==> src/rtl/adc_conversion_sequencer.sv <==
// SAR / linear-ramp conversion sequencer for an external DAC plus comparator.
// SAR latency WIDTH*(SETTLE_CYCLES+1)+1 cycles. Ramp latency is codes_tried*(SETTLE_CYCLES+1)+1. No backpressure.
module adc_conversion_sequencer #(
    parameter int WIDTH         = 8,
    parameter int SETTLE_CYCLES = 100
) (
    input  logic             clk,
    input  logic             reset,
    input  logic             enable,
    input  logic             successive_approx,
    input  logic             comp_in,
    output logic [WIDTH-1:0] dac_code,
    output logic [WIDTH-1:0] result,
    output logic             result_valid,
    output logic             busy
);

    localparam int CNT_W = (SETTLE_CYCLES > 2) ? $clog2(SETTLE_CYCLES) : 1;
    localparam int IDX_W = (WIDTH > 2) ? $clog2(WIDTH) : 1;
    localparam logic [CNT_W-1:0] CNT_LAST  = CNT_W'(SETTLE_CYCLES - 1);
    localparam logic [IDX_W-1:0] IDX_TOP   = IDX_W'(WIDTH - 1);
    localparam logic [WIDTH-1:0] SAR_START = {1'b1, {(WIDTH-1){1'b0}}};

    typedef enum logic [1:0] {
        IDLE   = 2'd0,
        SETTLE = 2'd1,
        DECIDE = 2'd2,
        DONE   = 2'd3
    } state_t;

    state_t           state, state_nxt;
    logic [WIDTH-1:0] dac_nxt, result_nxt;
    logic [CNT_W-1:0] settle_cnt, cnt_nxt;
    logic [IDX_W-1:0] bit_idx, idx_nxt;
    logic             mode, mode_nxt;
    logic             comp_meta, comp_sync;

    always_ff @(posedge clk or posedge reset) begin
        if (reset) begin
            comp_meta <= 1'b0;
            comp_sync <= 1'b0;
        end else begin
            comp_meta <= comp_in;
            comp_sync <= comp_meta;
        end
    end

    always_ff @(posedge clk or posedge reset) begin
        if (reset) begin
            state      <= IDLE;
            dac_code   <= '0;
            result     <= '0;
            settle_cnt <= '0;
            bit_idx    <= '0;
            mode       <= 1'b0;
        end else begin
            state      <= state_nxt;
            dac_code   <= dac_nxt;
            result     <= result_nxt;
            settle_cnt <= cnt_nxt;
            bit_idx    <= idx_nxt;
            mode       <= mode_nxt;
        end
    end

    always_comb begin
        state_nxt  = state;
        dac_nxt    = dac_code;
        result_nxt = result;
        cnt_nxt    = settle_cnt;
        idx_nxt    = bit_idx;
        mode_nxt   = mode;
        case (state)
            IDLE: begin
                dac_nxt = '0;
                cnt_nxt = '0;
                if (enable) begin
                    mode_nxt  = successive_approx;
                    state_nxt = SETTLE;
                    if (successive_approx) begin
                        dac_nxt = SAR_START;
                        idx_nxt = IDX_TOP;
                    end
                end
            end
            SETTLE: begin
                if (!enable) begin
                    state_nxt = IDLE;
                    dac_nxt   = '0;
                    cnt_nxt   = '0;
                end else if (settle_cnt == CNT_LAST) begin
                    cnt_nxt   = '0;
                    state_nxt = DECIDE;
                end else begin
                    cnt_nxt = settle_cnt + 1'b1;
                end
            end
            DECIDE: begin
                if (!enable) begin
                    state_nxt = IDLE;
                    dac_nxt   = '0;
                end else if (mode) begin
                    if (!comp_sync)
                        dac_nxt[bit_idx] = 1'b0;
                    if (bit_idx == '0) begin
                        result_nxt = dac_nxt;
                        state_nxt  = DONE;
                    end else begin
                        dac_nxt[bit_idx - 1'b1] = 1'b1;
                        idx_nxt   = bit_idx - 1'b1;
                        state_nxt = SETTLE;
                    end
                end else begin
                    // Comparator trips one code past Vin; code 0 saturates instead of wrapping.
                    if (!comp_sync) begin
                        result_nxt = (dac_code == '0) ? '0 : dac_code - 1'b1;
                        state_nxt  = DONE;
                    end else if (dac_code == '1) begin
                        result_nxt = dac_code;
                        state_nxt  = DONE;
                    end else begin
                        dac_nxt   = dac_code + 1'b1;
                        state_nxt = SETTLE;
                    end
                end
            end
            DONE: begin
                state_nxt = IDLE;
                dac_nxt   = '0;
            end
            default: begin
                state_nxt = IDLE;
                dac_nxt   = '0;
            end
        endcase
    end

    assign busy         = (state != IDLE);
    assign result_valid = (state == DONE);

endmodule

==> config.mk <==
export PLATFORM = sky130hd
export DESIGN_NAME = adc_conversion_sequencer
export DESIGN_NICKNAME = d
export VERILOG_FILES = /design/src/rtl/adc_conversion_sequencer.sv
export SDC_FILE = /design/constraint.sdc
export NUM_CORES = 1
export LEC_CHECK = 0
export ABC_AREA = 1
export CAP_MARGIN = 30
export CORE_MARGIN = 10
export CORE_UTILIZATION = 51
export DETAILED_ROUTE_END_ITERATION = 6
export HOLD_SLACK_MARGIN = 0.12
export MAX_ROUTING_LAYER = met4
export PLACE_DENSITY = 0.73
export SLEW_MARGIN = 20
export SYNTH_ARGS = -nofsm -noshare
export SYNTH_HDL_FRONTEND = slang
export SYNTH_SLANG_ARGS = --single-unit
==> constraint.sdc <==
create_clock -name clk -period 3.1 [get_ports clk]
set_clock_uncertainty 0.15 [all_clocks]
set_input_delay 0.62 -clock clk [delete_from_list [all_inputs] [get_ports clk]]
set_output_delay 0.62 -clock clk [all_outputs]
set_load 0.005 [all_outputs]
==> reports/summary.txt, run 1 <==
status -> finished clean
hold buffers post-CTS -> 0
RePlAce Congestion -> 0.913
DRT antenna net count -> 0
initial antenna violation count -> 0
flops & latches, synth -> 31
max-cap viol count -> 0
CTS Buf Count -> 5
area leader, netlist -> dfrtp_1
max-slew violation count -> 0
n_diodes -> 0
sequential fraction of the synthesis area -> 0.354
synth warn -> 0
via count -> 2077
post_cts resized -> 0
Synth top area share -> 0.354
Slew headroom -> 0.633
post-synthesis cell type count -> 30
Area growth syn-to-layout -> 15.4%
Final WS setup -> 0.801 ns
I/O Buffers -> 22
clock latency on the worst-skew pair -> 0.29 ns
Post-route DRC -> 0
nets -> 350
die span in y -> 85.6 um
IO Pins -> 23
Required @ worst endpoint -> 2.33 ns
grt total ovfl -> 0
Root Driver -> clkbuf_8
setup violators final -> 0
Starting DRT DRC Count -> 190
WL final -> 5290 um
asr flop ratio synth -> 1.00
Synthesized Nets -> 328
synthesized cell area -> 0.00219 mm2
Total Routing Usage GR -> 0.158
Die W -> 85.6 um
drt pass-1 iters -> 4
worst vdd ir -> 0.321 mV
setup tns final -> 0 ns
Worst-Margin Slew -> 0.551 ns
detailed placement HPWL -> 4020 um
Worst Setup Start Kind -> flip-flop
Final Hold Viols -> 0
Mean Syn Cell Area -> 6.92 um2
power per cell area -> 622 mW/mm2
vias in the first global route -> 1954
htree depth -> 2
Crit Path Max Fanout -> 9
largest cells by area after synthesis -> dfrtp_1, nand2_1, nor2_1
Worst setup EP type -> output pin
layout cell share with drive strength beyond 1 -> 0.0971
CTS tree -> done
Vias/cell -> 5.33
Placed Area -> 0.00241 mm2
fmax -> 435 MHz
first-pass GRT wire length -> 9270 um
Setup WS pre-CTS -> 0.945 ns
largest net degree at the start of global routing -> 32
maximum buffer depth of the clock tree -> 2
Mapped Cells -> 317
Rows -> 23
ys flop type -> dfrtp_1
postcts setup bufs -> 0
clk sinks -> 31
RSZ-0062 raised after global routing -> no
die area -> 0.00732 mm2
core area -> 0.00409 mm2
Critical Path AT -> 1.53 ns
Clk pin slew, worst setup/hold paths -> 0.07 ns
HP Class -> flip-flop to flip-flop
minimum clock period -> 2.30 ns
Starting Density -> 0.536
drt wl/cell -> 13.6 um
Leakage -> 1.32 nW
WS Path Type -> flip-flop to output pin
fin crit share -> 0.741
design area -> 0.00253 mm2
Post-synth EDFFs -> 0
==> registers in the layout, indices dropped and copies added, names as in the netlist <==
register / count
state: 2
dac_code: 8
mode: 1
bit_idx: 3
result: 8
comp_sync: 1
comp_meta: 1
settle_cnt: 7
==> cell usage after synthesis, types with 4 or more instances <==
| cell | instances |
|---|---|
| nand2_1 | 107 |
| nor2_1 | 37 |
| inv_1 | 34 |
| dfrtp_1 | 31 |
| nand3_1 | 23 |
| o21ai_0 | 15 |
| a21oi_1 | 10 |
| xor2_1 | 8 |
| ha_1 | 6 |
| buf_6 | 5 |
| inv_2 | 5 |
| nand4_1 | 5 |
| nor2_4 | 4 |
==> metal layers <==
layer  part of all wire  wire (um)  GRT usage  vias to the layer above
met5                  0          0          -                        -
met4              0.018         96     0.0554                        0
met3              0.073        386     0.0397                        9
met2               0.45       2380      0.234                       78
met1               0.46       2430      0.204                      949
li1                   -          -          -                     1041
==> report_power, final <==
part / switching (mW) / internal (mW)
combinational: 0.344 / 0.245
clock: 0.160 / 0.260
sequential: 0.0837 / 0.479
total: 0.589 / 0.984
==> cells by family (layout without fill, tap and decap cells) <==
kind of cell             count (synthesis)  in the layout  share of synthesized area
AO/OA/AOI/OAI                           38             38                      0.102
adder cells (fa/ha/maj)                  6              6                     0.0342
flip-flops                              31             31                      0.354
AND/OR/NAND/NOR                        185            185                      0.373
buffers and inverters                   49             72                      0.104
XOR/XNOR                                 8              8                     0.0320
==> cells in the final DEF, fill, tap and decap left out, types with 2 or more instances in the layout <==
cell / n
inv_2: 5
a21oi_1: 10
a21oi_2: 3
nand2_1: 107
clkinv_2: 2
nand2_2: 2
nand4_1: 5
clkbuf_8: 6
nor2_4: 4
nor3_1: 2
inv_1: 34
o21ai_1: 3
dfrtp_1: 31
nor2_1: 37
o21ai_2: 3
o21ai_0: 15
nand3_1: 23
ha_1: 6
clkdlybuf4s50_1: 22
xor2_1: 8
==> path summary, 6_finish.rpt <==
kind | depth (start not counted) | end | slack (ns) | from
worst max register to register | 8 | dac_code[2]$_DFFE_PP0P_ | 1.16 | dac_code[1]$_DFFE_PP0P_
min in group asynchronous | 3 | result[2]$_DFFE_PP0P_ | 0.57 | reset
max in group asynchronous | 3 | bit_idx[1]$_DFFE_PP0P_ | 1.94 | reset
worst max-delay path | 3 | busy | 0.80 | state[1]$_DFFE_PP0P_
worst min register to register | 0 | comp_sync$_DFF_PP0_ | 0.20 | comp_meta$_DFF_PP0_
worst min-delay path | 0 | comp_sync$_DFF_PP0_ | 0.20 | comp_meta$_DFF_PP0_
==> metrics by stage <==
stage / power [mW] / hold WS (ns) / std cells / util
detailed placement: 1.16 / 0.187 / 382 / 0.590
CTS: 1.58 / 0.204 / 390 / 0.619
floorplan: 0.945 / 0.181 / 317 / -
finish: 1.57 / 0.200 / 390 / 0.619
global placement: 1.15 / 0.185 / 382 / 0.590
global route: 1.69 / 0.222 / 390 / 0.619
==> critical path, cell delays in order (launching register included) <==
cell,delay (ns)
dfrtp_1,0.55
inv_4,0.09
nand2_1,0.10
clkdlybuf4s50_1,0.51
==> final cells by class <==
cell class | instances | area (um2)
fillers | 379 | 1560
repair buffers | 23 | 228
clock inverters | 2 | 35.0
multi-input cells | 237 | 1190
well taps | 50 | 62.6
flip-flops and latches | 31 | 776
inverters | 41 | 158
clock buffers | 6 | 82.6
Note: power is estimated with default switching activity, not from simulation.
==> run 2: changes to the inputs <==
==> constraint.sdc (replaced) <==
create_clock -name clk -period 2.3 [get_ports clk]
set_clock_uncertainty 0.15 [all_clocks]
set_input_delay 0.46 -clock clk [delete_from_list [all_inputs] [get_ports clk]]
set_output_delay 0.46 -clock clk [all_outputs]
set_load 0.005 [all_outputs]
==> run 2 against run 1 <==
  * Setup slack worse by 0.64 ns
  * Via count down 0.91%
  * Final area up 0.59%
==> reports/summary.txt, run 2 (same netlist as run 1, synthesis figures left out) <==
minimum clock period -> 2.14 ns
most common cell after layout, fill and taps aside -> nand2_1
Starting DRT DRC Count -> 145
placed cell count -> 384
setup tns final -> 0 ns
Worst setup EP type -> output pin
power per cell area -> 832 mW/mm2
WL final -> 5270 um
Total Routing Usage GR -> 0.158
die area -> 0.00732 mm2
DRT antenna net count -> 0
clk sinks -> 31
grt total ovfl -> 0
HP Class -> flip-flop to flip-flop
biggest regs -> dac_code x8, result x8, settle_cnt x7
core area -> 0.00409 mm2
Vias/cell -> 5.25
maximum buffer depth of the clock tree -> 2
CTS tree -> done
largest net degree at the start of global routing -> 32
IO Pins -> 23
clock latency on the worst-skew pair -> 0.29 ns
first-pass GRT wire length -> 9360 um
hold buffers post-CTS -> 0
Crit Path Max Fanout -> 9
n_diodes -> 0
setup violators final -> 0
Cell Count, Final, Fillers Out -> 392
drt wl/cell -> 13.4 um
fmax -> 467 MHz
max-cap viol count -> 0
fin crit share -> 0.931
RePlAce Congestion -> 0.908
drt pass-1 iters -> 4
register-to-register setup slack -> 0.37 ns
detailed placement HPWL -> 4000 um
nets -> 352
WS Path Type -> flip-flop to output pin
critical path's slowest cell -> dfrtp_1
layout cell share with drive strength beyond 1 -> 0.102
die span in y -> 85.6 um
Required @ worst endpoint -> 1.69 ns
Leakage -> 1.33 nW
postcts setup bufs -> 0
Slew headroom -> 0.695
htree depth -> 2
via count -> 2058
CP Cell Sequence -> inv_4 > nand2_1 > clkdlybuf4s50_1
Final Hold Viols -> 0
Die W -> 85.6 um
Rows -> 23
R2R cell count -> 9
Clk pin slew, worst setup/hold paths -> 0.07 ns
HP Start -> comp_meta$_DFF_PP0_
I/O Buffers -> 22
post_cts resized -> 0
Root Driver -> clkbuf_8
Worst-Margin Slew -> 0.458 ns
max-slew violation count -> 0
Post-route DRC -> 0
initial antenna violation count -> 0
Tot Pwr -> 2.12 mW
Starting Density -> 0.536
RSZ-0062 raised after global routing -> no
Hold Crit Depth -> 0
Hold Path Sink -> comp_sync$_DFF_PP0_
Area growth syn-to-layout -> 16.0%
Critical Path AT -> 1.53 ns
Worst Setup Start Kind -> flip-flop
Crit path largest cell delay -> 0.55 ns
RR Endpoint -> dac_code[4]$_DFFE_PP0P_
worst vdd ir -> 0.386 mV
vias in the first global route -> 2011
Critical R2R Launch -> dac_code[0]$_DFFE_PP0P_
status -> finished clean
most frequent cells in the layout -> nand2_1, nor2_1, inv_1, dfrtp_1, nand3_1
CTS Buf Count -> 5
==> run 2: cell types whose count changed in the layout (fill, tap and decap cells not counted) <==
cell   previous run  this run
buf_4             1         3
==> run 2: worst max path at each step <==
stage	from	to	slack, ns
5_1_grt	state[1]$_DFFE_PP0P_	busy	0.06
3_3_place_gp	enable	dac_code[4]$_DFFE_PP0P_	0.32
6_report	state[1]$_DFFE_PP0P_	busy	0.16
3_5_place_dp	enable	dac_code[4]$_DFFE_PP0P_	0.29
2_1_floorplan	dac_code[0]$_DFFE_PP0P_	dac_code[4]$_DFFE_PP0P_	0.69
4_1_cts	state[1]$_DFFE_PP0P_	busy	0.14
==> run 2: final cells by class <==
type,count,area (um2)
clock buffer,6,82.6
clock inverter,2,35.0
fill,398,1540
inverter,41,158
multi-input combinational,237,1190
sequential,31,776
tap,50,62.6
timing repair buffer,25,243
==> run 2: critical path, delay by kind of cell, from the launching register on <==
kind | cells | cell delay (ns)
buffers and inverters | 2 | 0.59
DFF | 1 | 0.55
and+or+nand+nor | 1 | 0.10
==> run 2: layer usage <==
metal | global-route usage | share of wire | up-vias
li1 | - | - | 1055
met1 | 0.200 | 0.47 | 938
met2 | 0.237 | 0.45 | 55
met3 | 0.0397 | 0.065 | 10
met4 | 0.0569 | 0.020 | 0
met5 | - | 0 | -
==> run 2: stage by stage <==
stage | area [um2] | hold WS [ns] | setup slack [ns] | utilization
final | 2540 | 0.199 | 0.159 | 0.622
after global routing | 2540 | 0.218 | 0.0567 | 0.622
after global placement | 2430 | 0.185 | 0.318 | 0.594
after detailed placement | 2430 | 0.186 | 0.289 | 0.594
after CTS | 2540 | 0.200 | 0.138 | 0.622
after floorplan | 2190 | 0.181 | 0.689 | -
==> run 2: where the power goes <==
part | switching [mW] | total, mW | internal [mW]
clock | 0.212 | 0.562 | 0.350
combinational | 0.487 | 0.826 | 0.339
sequential | 0.0838 | 0.730 | 0.646
==> RTL edit, RTL diff (flow settings as in run 2) <==
Register the outputs `result_valid` and `busy`, with the module's reset; this adds one clock of latency there. The other outputs are not delayed to match.
--- a/src/rtl/adc_conversion_sequencer.sv
+++ b/src/rtl/adc_conversion_sequencer.sv
@@ -135,8 +135,15 @@
         endcase
     end
 
-    assign busy         = (state != IDLE);
-    assign result_valid = (state == DONE);
+    always_ff @(posedge clk or posedge reset) begin
+        if (reset) begin
+            result_valid <= '0;
+            busy         <= '0;
+        end else begin
+            result_valid <= (state == DONE);
+            busy         <= (state != IDLE);
+        end
+    end
 
 endmodule
 
Check against the original RTL: not equivalent (a bounded check fails within 4 cycles, from zero or initial values and one cycle with reset high).
==> RTL edit against run 2 <==
  * Power up 11%
  * Non-clock buffer count up 1
  * Setup slack better by 0.070 ns
  * Sequential cell count up 2
  * Synthesized area down 0.68%
  * Final area down 0.98%
  * Global-route usage up 1.3 points
  * Largest cell class unchanged
  * Worst hold slack better by 0.0063 ns
  * Routed wire length up 8.3%
  * Sequential power up 18%
==> RTL edit: results (changes against run 2) <==
relative max-transition margin=70.21% (+0.76 points); Placed Area=2432 µm² (+0.26%); GR Util met2=25.34% (+1.6 points); status=complete, no violations; PD cells=933.8 nW/µm² (+12%); first-pass GRT wire length=9956 µm (+6.3%); Clk power=0.000440 W (-22%); HPWL after DPL=4395 µm (+9.8%); DR iter-0 viols=204 (+41%); Worst path top cell family by delay=flip-flops; met1 Use GR=21.49% (+1.5 points); post-synthesis xor/xnor area fraction=2.414% (-0.78 points); compound-cell area share of the yosys netlist=9.770% (-0.45 points); Nets=354 (+0.57%); Detailed Route WL=5705 µm (+8.3%); Post-Synth Adder-Cell Area=3.448% (+0.024 points); dpl cells=386 (+0.52%); Switching Fraction=43.07% (+6.1 points); GPL Wtd Cong=0.9872 (+8.7%); synth cell count leaders=nand2_1, nor2_1, inv_1; Net Count, Synth=329 (+0.30%); met3 Track Usage GR=5.067% (+1.1 points); maximum vdd ir drop=0.0005792 V (+50%); CP Launch Point=dac_code[5]; Gate power share=44.7% (+5.7 points); GRT Total Usage=17.02% (+1.3 points)
==> RTL edit: layout make-up <==
class,instances,area [µm²]
sequential,33,825.8
clock inverter,3,17.52
timing repair buffer,26,250.2
multi-input combinational,238,1145
fill,397,1539
inverter,39,148.9
tap,50,62.56
clock buffer,5,68.82
==> RTL edit: cells by family (layout without fill, tap and decap cells) <==
logic type | count (synthesis) | after routing
buf+inv | 47 | 73
fa+ha+maj | 6 | 6
compound gates | 38 | 38
flops | 33 | 33
xor+xnor | 6 | 6
simple gates | 188 | 188
==> RTL edit: layer usage <==
| metal | vias to the layer above | part of all wire, % |
|---|---|---|
| li1 | 1050 | - |
| met2 | 87 | 45 |
| met3 | 10 | 9.1 |
| met5 | - | 0 |
| met4 | 0 | 1.8 |
| met1 | 993 | 44 |
